**src/rtl/uart_tx_frame64_pkg.sv**
```systemverilog
// Shared definitions for the 64-bit UART frame transmitter and its matching receiver.
package uart_tx_frame64_pkg;

  // Transmit FSM states, one per part of a character plus the optional gap
  typedef enum logic [2:0] {
    S_IDLE  = 3'd0,
    S_START = 3'd1,
    S_DATA  = 3'd2,
    S_STOP  = 3'd3,
    S_GAP   = 3'd4
  } tx_state_t;

  // One start bit, eight data bits and one stop bit per character
  localparam int UART_BITS_PER_CHAR = 10;

  // A 64-bit block is carried as eight bytes
  localparam int FRAME_BYTES = 8;

  // Index of the final byte of a frame, as held by the 3-bit byte counter
  localparam logic [2:0] LAST_BYTE = 3'(FRAME_BYTES - 1);

  // Terminal value of the 4-bit gap counter; a zero gap never reaches the gap state
  function automatic logic [3:0] gapLast(input int gapBits);
    if (gapBits > 0) begin
      return 4'(gapBits - 1);
    end
    return 4'd0;
  endfunction

endpackage

```
**src/rtl/uart_baud_gen.sv**
```systemverilog
// Bit-period timer: counts 0..BPS_CNT-1 and flags the last cycle of each bit.
module uart_baud_gen #(
  parameter int CLK_FREQ = 100_000_000,
  parameter int UART_BPS = 115200
) (
  input  logic CLK100MHZ,
  input  logic CPU_RESETN,
  input  logic i_clear,
  output logic o_bitEnd
);

  localparam int BPS_CNT = CLK_FREQ / UART_BPS;
  localparam int CNT_W   = (BPS_CNT > 1) ? $clog2(BPS_CNT) : 1;
  localparam logic [CNT_W-1:0] CNT_LAST = CNT_W'(BPS_CNT - 1);

  logic [CNT_W-1:0] r_count;

  // Free-running bit counter, restarted whenever the FSM enters a new state
  always_ff @(posedge CLK100MHZ or negedge CPU_RESETN) begin
    if (!CPU_RESETN) begin
      r_count <= '0;
    end else if (i_clear || (r_count == CNT_LAST)) begin
      r_count <= '0;
    end else begin
      r_count <= r_count + 1'b1;
    end
  end

  assign o_bitEnd = (r_count == CNT_LAST) && !i_clear;

endmodule

```
**src/rtl/uart_tx_frame64.sv**
```systemverilog
// Serialises a 64-bit block as eight 8N1 UART characters, most significant byte first.
module uart_tx_frame64
  import uart_tx_frame64_pkg::*;
#(
  parameter int CLK_FREQ = 100_000_000,
  parameter int UART_BPS = 115200,
  parameter int GAP_BITS = 0
) (
  input  logic        CLK100MHZ,
  input  logic        CPU_RESETN,
  input  logic        send_en,
  input  logic [63:0] din,
  output logic        tx_busy,
  output logic        tx_done,
  output logic        uart_txd
);

  localparam logic [3:0] GAP_LAST = gapLast(GAP_BITS);

  tx_state_t   r_state;
  logic        r_sendEnD;
  logic [63:0] r_shift;
  logic [2:0]  r_byteIdx;
  logic [2:0]  r_bitIdx;
  logic [3:0]  r_gapIdx;

  logic        w_sendEdge;
  logic        w_bitEnd;
  logic        w_baudClear;
  logic [7:0]  w_curByte;
  logic [2:0]  w_nextBitIdx;

  // The byte on the wire always sits in the top of the shift register
  assign w_curByte    = r_shift[63:56];
  assign w_nextBitIdx = r_bitIdx + 3'd1;
  assign w_sendEdge   = send_en & ~r_sendEnD;

  // Holding the timer cleared while idle makes every state start at count 0
  assign w_baudClear  = (r_state == S_IDLE);

  uart_baud_gen #(
    .CLK_FREQ (CLK_FREQ),
    .UART_BPS (UART_BPS)
  ) u_baud (
    .CLK100MHZ  (CLK100MHZ),
    .CPU_RESETN (CPU_RESETN),
    .i_clear    (w_baudClear),
    .o_bitEnd   (w_bitEnd)
  );

  // Delayed copy of the request so only its rising edge starts a frame
  always_ff @(posedge CLK100MHZ or negedge CPU_RESETN) begin
    if (!CPU_RESETN) begin
      r_sendEnD <= 1'b0;
    end else begin
      r_sendEnD <= send_en;
    end
  end

  // Frame sequencer with registered line, busy and done outputs
  always_ff @(posedge CLK100MHZ or negedge CPU_RESETN) begin
    if (!CPU_RESETN) begin
      r_state   <= S_IDLE;
      r_shift   <= '0;
      r_byteIdx <= '0;
      r_bitIdx  <= '0;
      r_gapIdx  <= '0;
      uart_txd  <= 1'b1;
      tx_busy   <= 1'b0;
      tx_done   <= 1'b0;
    end else begin
      tx_done <= 1'b0;
      unique case (r_state)
        S_IDLE: begin
          uart_txd <= 1'b1;
          tx_busy  <= 1'b0;
          if (w_sendEdge) begin
            r_shift   <= din;
            r_byteIdx <= '0;
            r_bitIdx  <= '0;
            r_gapIdx  <= '0;
            uart_txd  <= 1'b0;
            tx_busy   <= 1'b1;
            r_state   <= S_START;
          end
        end

        S_START: begin
          if (w_bitEnd) begin
            r_bitIdx <= '0;
            uart_txd <= w_curByte[0];
            r_state  <= S_DATA;
          end
        end

        S_DATA: begin
          if (w_bitEnd) begin
            if (r_bitIdx == 3'd7) begin
              uart_txd <= 1'b1;
              r_state  <= S_STOP;
            end else begin
              r_bitIdx <= w_nextBitIdx;
              uart_txd <= w_curByte[w_nextBitIdx];
            end
          end
        end

        S_STOP: begin
          if (w_bitEnd) begin
            if (r_byteIdx == LAST_BYTE) begin
              uart_txd <= 1'b1;
              tx_busy  <= 1'b0;
              tx_done  <= 1'b1;
              r_state  <= S_IDLE;
            end else begin
              r_byteIdx <= r_byteIdx + 3'd1;
              r_bitIdx  <= '0;
              r_shift   <= {r_shift[55:0], 8'h00};
              if (GAP_BITS > 0) begin
                r_gapIdx <= '0;
                uart_txd <= 1'b1;
                r_state  <= S_GAP;
              end else begin
                uart_txd <= 1'b0;
                r_state  <= S_START;
              end
            end
          end
        end

        S_GAP: begin
          if (w_bitEnd) begin
            if (r_gapIdx == GAP_LAST) begin
              r_gapIdx <= '0;
              uart_txd <= 1'b0;
              r_state  <= S_START;
            end else begin
              r_gapIdx <= r_gapIdx + 4'd1;
            end
          end
        end

        default: begin
          uart_txd <= 1'b1;
          tx_busy  <= 1'b0;
          r_state  <= S_IDLE;
        end
      endcase
    end
  end

endmodule

```
**config.mk**
```make
export PLATFORM = sky130hd
export DESIGN_NAME = uart_tx_frame64
export DESIGN_NICKNAME = d
export VERILOG_FILES = /design/src/rtl/uart_tx_frame64_pkg.sv /design/src/rtl/uart_baud_gen.sv /design/src/rtl/uart_tx_frame64.sv
export SDC_FILE = /design/constraint.sdc
export NUM_CORES = 1
export LEC_CHECK = 0
export CAP_MARGIN = 0
export CORE_MARGIN = 4
export CORE_UTILIZATION = 40
export CTS_BUF_LIST = sky130_fd_sc_hd__clkbuf_2
export DETAILED_ROUTE_END_ITERATION = 6
export DONT_BUFFER_PORTS = 1
export GPL_ROUTABILITY_DRIVEN = 0
export GPL_TIMING_DRIVEN = 0
export SYNTH_ARGS = -nofsm -noshare
export SYNTH_HDL_FRONTEND = slang
export SYNTH_HIERARCHICAL = 1
export SYNTH_SLANG_ARGS = --single-unit
```
**constraint.sdc**
```tcl
create_clock -name CLK100MHZ -period 2.5 [get_ports CLK100MHZ]
set_input_delay 0.375 -clock CLK100MHZ [delete_from_list [all_inputs] [get_ports CLK100MHZ]]
set_output_delay 0.375 -clock CLK100MHZ [all_outputs]
set_load 0.005 [all_outputs]
```
# Word level (Yosys, flattened, before mapping)
# Cells that the tools add are included.
[op_classes]
addsub = 4
order_cmp = 1
n_mux = 45
eq_ne = 17
bitwise = 3
reduce_logical = 15
[op_table]
columns = ["operator", "count"]
rows = [
  ["2-to-1 mux 64 bit", 3],
  ["case mux 64 bit (2 select lines)", 1],
  ["2-to-1 mux 3 bit", 15],
  ["2-to-1 mux 1 bit", 15],
  ["case mux 3 bit (5 select lines)", 1],
  ["AND reduction 7 bit", 2],
  ["2-to-1 mux 4 bit", 3],
  ["inequality test 2 bit, second input constant", 6],
  ["case mux 3 bit (4 select lines)", 1],
  ["adder 10 x 1 -> 10 bit, second input constant", 1],
  ["== test 10 bit, second input constant", 1],
  ["2-to-1 mux 10 bit", 1],
  ["== test 3 bit, second input constant", 3],
  ["inequality test 2 x 1 -> 1 bit, second input constant", 4],
  ["case mux 4 bit (2 select lines)", 1],
  ["adder 3 x 1 -> 3 bit, second input constant", 2],
  ["== test 3 x 2 -> 1 bit, second input constant", 2],
  ["case mux 3 bit (2 select lines)", 1],
  ["AND reduction 3 bit", 2],
  ["case mux 1 bit (5 select lines)", 1],
  ["AND reduction 5 bit", 1],
  ["adder 4 x 1 -> 4 bit, second input constant", 1],
  ["zero test 4 bit", 1],
  ["< comparator 3 x 4 -> 1 bit, second input constant", 1],
  ["other kinds (13)", 15],
]
[word_totals]
ff_bits = 91
out_inout_bits = 3
inputBits = 67

# Logic depth before layout (Yosys ltp)
[depth]
ltp_word = 6
mapped_depth = 10
depth_no_buf = 8

# By module
# The synthesis kept the hierarchy.
[by_module_without_submodules]
columns = ["module", "area_each_um2", "seq_area_each_um2", "n_inst", "cells_each"]
rows = [
  ["uart_tx_frame64", 3611.0, 1903.1, 1, 346],
  ["uart_baud_gen", 534.3, 250.2, 1, 53],
]

# Least setup slack after synthesis
# Ideal clock, no wire load.
[synth_path]
path_type = "reg2reg"
start = "reg u_baud.r_count[3]"
end = "reg r_shift[13]"
path_stages_with_launch = 10
setup_time_ns = 0.134
n_path_buf = 2
t_required_ns = 2.366
arrival_ns = 1.911
setup_slack_ns = 0.455
period_less_slack_ns = 2.045
cell_sequence = "dfrtp_1 nor4_2 nand4_1 nor2_1 and3b_1 o22ai_2 buf_2 buf_2 nand2_1 o21ai_0"
[synth_via]
elab_chain_cells = 4
[synth_rtl]
columns = ["item", "line_no", "source"]
rows = [
  ["from (decl)", "uart_baud_gen.sv:16", "logic [CNT_W-1:0] r_count;"],
  ["from (signal assigned)", "uart_baud_gen.sv:25", "r_count <= r_count + 1'b1;"],
  ["== test 10 bit", "uart_baud_gen.sv:29", "assign o_bitEnd = (r_count == CNT_LAST) && !i_clear;"],
  ["logical AND 1 bit", "uart_baud_gen.sv:29", ""],
  ["named net w_bitEnd", "uart_tx_frame64.sv:28", "logic w_bitEnd;"],
  ["inequality test 2 x 1 -> 1 bit (no source line)", "-", ""],
  ["AND reduction 4 bit (no source line)", "-", ""],
  ["to (signal assigned)", "uart_tx_frame64.sv:78", "r_shift <= din;"],
  ["to (signal assigned)", "uart_tx_frame64.sv:118", "r_shift <= {r_shift[55:0], 8'h00};"],
  ["to (decl)", "uart_tx_frame64.sv:22", "logic [63:0] r_shift;"],
]
# The timed path passes the listed nets, and every way through them passes these cells.
# A chain may end at the register's enable or synchronous reset.

# Worst setup path in the final report
[layout_path]
start = "reg u_baud.r_count[0]"
end = "reg r_shift[63]"
# The elaborated chain is that of the path after synthesis.

==> flow_summary.yaml <==
run_status:
  outcome: "finished, final reports clean"
pwr:
  p_comb_frac: 0.435
  netSwitchingPower_mw: 2.22
  ir_drop_uv: 509
  power_density_mw_per_mm2: 1100
  p_seq_frac: 0.416
  leakage_nw: 2.27
  pwr-share-clk: 0.149
  power.internal_mw: 3.36
  switching_share: 0.398
  p_total_mw: 5.58
setup_path:
  worstSetupStartpointType: "flop"
  worstSetupEndpointType: "flop"
  crit_fanout: 10
  setup.worst_path.class: "reg -> reg"
  crit_required_ns: 2.94
  crit_arrival_ns: 2.74
sta:
  slew_viol_final: 0
  worst_pin_slew_ns: 0.785
  timing.final.hold_violations: 0
  rsz0062_at_grt: "false"
  fin_tns_setup_ns: 0
  fin_hold_ws_ns: 0.0292
  maxSlewHeadroom: 0.476
  fmax_mhz: 436
  final-setup-viol-count: 0
  period_share: 0.917
  period_minus_slack_ns: 2.29
  fin_worst_skew_ns: 0.0430
yosys:
  yosysSeqAreaShare: 0.519
  syn_inst: 399
  postSynthAreaPerCell_um2: 10.4
  synth-seq-cells: 86
  netlist_area_mm2: 0.00415
  ys_warn_count: 6
  synth_ff_type: "dfrtp_1"
  synth_cell_type_count: 46
  synth_edf_count: 0
  async_reset_ff_frac: 1.00
  synth_fp_nets: 475
drt:
  routed_wl_um: 9650
  drtIter0Drc: 141
  via_per_inst: 5.18
  wl_per_cell_um: 15.9
  dr.pass1.iters: 5
  via_count: 3145
  ant_nets: 0
  drc_errors: 0
final_layout:
  multi_input_area_mm2: 0.00189
  fill_cells: 933
  area_delta_synth_final_pct: 22.5
  drive_gt1_frac: 0.110
  regArea_mm2: 0.00216
  nNetsFinal: 545
  antennaDiodeCount: 0
  fin_cells: 607
global_routing:
  grt_max_degree: 87
  grt_pass1_vias: 3227
  grt_pass1_wl_um: 16100
  overflow: 0
  track_usage: 0.171
  grt_antenna_before_repair: 0
cts:
  clock_path_buffers: 2
  cts_buffers: 9
  clk_latency_ns: 0.55
  cts_tree: "built"
  cts-root-buf: "clkbuf_2"
  clk_pin_slew_ns: 0.24
  cts_num_sinks: 86
  htree_levels: 3
placed_design:
  hpwl_um: 6810
  placed_cells: 532
  port_buffers: 0
die:
  die_w_um: 110
  die_area_mm2: 0.0121
  die_h_um: 110
  coreArea_mm2: 0.00995
  rows: 36
  start_util: 0.416
  ioPinCount: 70
worst_hold_path:
  hold_class: "in -> reg"
flow_run:
  cap_violations: 0
[power by group through the flow]
stage	clock, mW	sequential, mW	combinational (mW)
global placement	0	2.34	2.21
floorplan	0	2.24	1.81
detailed placement	0	2.36	2.27
finish	0.833	2.32	2.42
global route	0.921	2.39	2.76
CTS	0.856	2.32	2.38
[cell usage after synthesis (2+ instances only)]
| cell | instances | area [um^2] |
|---|---|---|
| nand4_1 | 3 | 18.8 |
| dfrtp_1 | 85 | 2130 |
| ha_1 | 9 | 113 |
| nor2_1 | 11 | 41.3 |
| nand3_1 | 14 | 70.1 |
| nand2b_1 | 2 | 12.5 |
| o21ai_1 | 3 | 15.0 |
| and2_1 | 3 | 18.8 |
| a21oi_1 | 5 | 25.0 |
| a22o_1 | 2 | 17.5 |
| nor3_1 | 2 | 10.0 |
| o21ai_0 | 59 | 295 |
| mux2_2 | 3 | 33.8 |
| mux4_2 | 2 | 45.0 |
| nand2_1 | 81 | 304 |
| xor2_1 | 2 | 17.5 |
| mux2i_1 | 56 | 561 |
| clkbuf_1 | 8 | 30.0 |
| inv_1 | 4 | 15.0 |
| buf_2 | 13 | 65.1 |
| or3_1 | 3 | 18.8 |
| o31ai_1 | 2 | 15.0 |
| nor2b_1 | 4 | 25.0 |
[placed cells by master (no fill, tap or decap), types with 2 or more instances in the layout]
cell type / instances
dfrtp_1: 83
nand2_1: 81
o21ai_0: 59
mux2i_1: 56
dlygate4sd3_1: 53
nand3_1: 14
buf_2: 12
nor2_1: 10
ha_1: 9
clkbuf_2: 9
clkbuf_1: 8
a21oi_1: 5
buf_4: 5
inv_1: 4
nor2b_1: 4
o21ai_1: 3
mux2_2: 3
and2_1: 3
nand4_1: 3
or3_1: 3
nor3_1: 2
clkinv_1: 2
nand2b_1: 2
mux4_2: 2
a22o_1: 2
bufinv_16: 2
clkinvlp_4: 2
o31ai_1: 2
xor2_1: 2
dfrtp_2: 2
[sequential cells by signal, summed over array words and instances, names as in the netlist]
name,cells
tx_done,1
r_shift,64
r_sendEnD,1
r_byteIdx,3
u_baud/r_count,10
r_bitIdx,3
uart_txd,1
r_state,2
tx_busy,1
[cell type report]
type / instances / area share
sequential: 86 / 0.425
multi-input combinational: 286 / 0.372
timing repair buffer: 59 / 0.117
tap: 133 / 0.0328
buffer: 22 / 0.0214
clock inverter: 7 / 0.0190
clock buffer: 9 / 0.00887
inverter: 5 / 0.00370
[repair_timing]
action                     in CTS  in global routing
gates resized for setup         1                  6
gates cloned                    0                  0
buffers inserted                0                  5
pin swaps                       0                  1
hold buffers                   48                  6
hold endpoints to repair      132                  6
setup endpoints to repair       8                 68
[through the flow]
| step | area, um^2 | setup WS (ns) | utilization |
|---|---|---|---|
| global route | 5080 | 0.0349 | 0.510 |
| finish | 5080 | 0.209 | 0.510 |
| global placement | 4310 | 0.0214 | 0.433 |
| floorplan | 4150 | 0.455 | - |
| CTS | 4960 | 0.000433 | 0.498 |
| detailed placement | 4310 | -0.00348 | 0.433 |
[cell families after synthesis]
logic type | Yosys count | share of synthesized area
AO/OA/AOI/OAI | 82 | 0.115
adder cells (fa/ha/maj) | 9 | 0.0272
buffers and inverters | 27 | 0.0302
flip-flops | 86 | 0.519
multiplexers | 61 | 0.154
XOR/XNOR | 3 | 0.00634
AND/OR/NAND/NOR | 131 | 0.148
[worst max-delay path, stage by stage, from the launching register on]
cell,delay [ns]
dfrtp_2,0.48
ha_1,0.26
and2_1,0.18
nand4_1,0.13
nor2_4,0.05
and3b_1,0.20
o22ai_2,0.24
clkbuf_4,0.27
buf_2,0.25
nand2_1,0.07
o21ai_0,0.07
[worst paths after layout]
kind,endpoint,from,depth (start not counted),slack (ns)
setup reg to reg,r_shift[63],u_baud/r_count[0],10,0.21
max in group asynchronous,u_baud/r_count[2],CPU_RESETN,2,1.79
min in group asynchronous,r_bitIdx[1],CPU_RESETN,2,0.36
hold / removal,r_shift[47],din[47],2,0.03
hold reg to reg,u_baud/r_count[0],u_baud/r_count[0],1,0.50
setup / recovery,r_shift[63],u_baud/r_count[0],10,0.21
[metal layers]
| metal | vias up | wire length, um | track usage |
|---|---|---|---|
| li1 | 1543 | - | - |
| met5 | - | 0 | 0 |
| met3 | 8 | 533 | 0.0452 |
| met4 | 0 | 109 | 0.0508 |
| met1 | 1521 | 4350 | 0.229 |
| met2 | 73 | 4660 | 0.273 |
(Power assumes the default switching activity.)
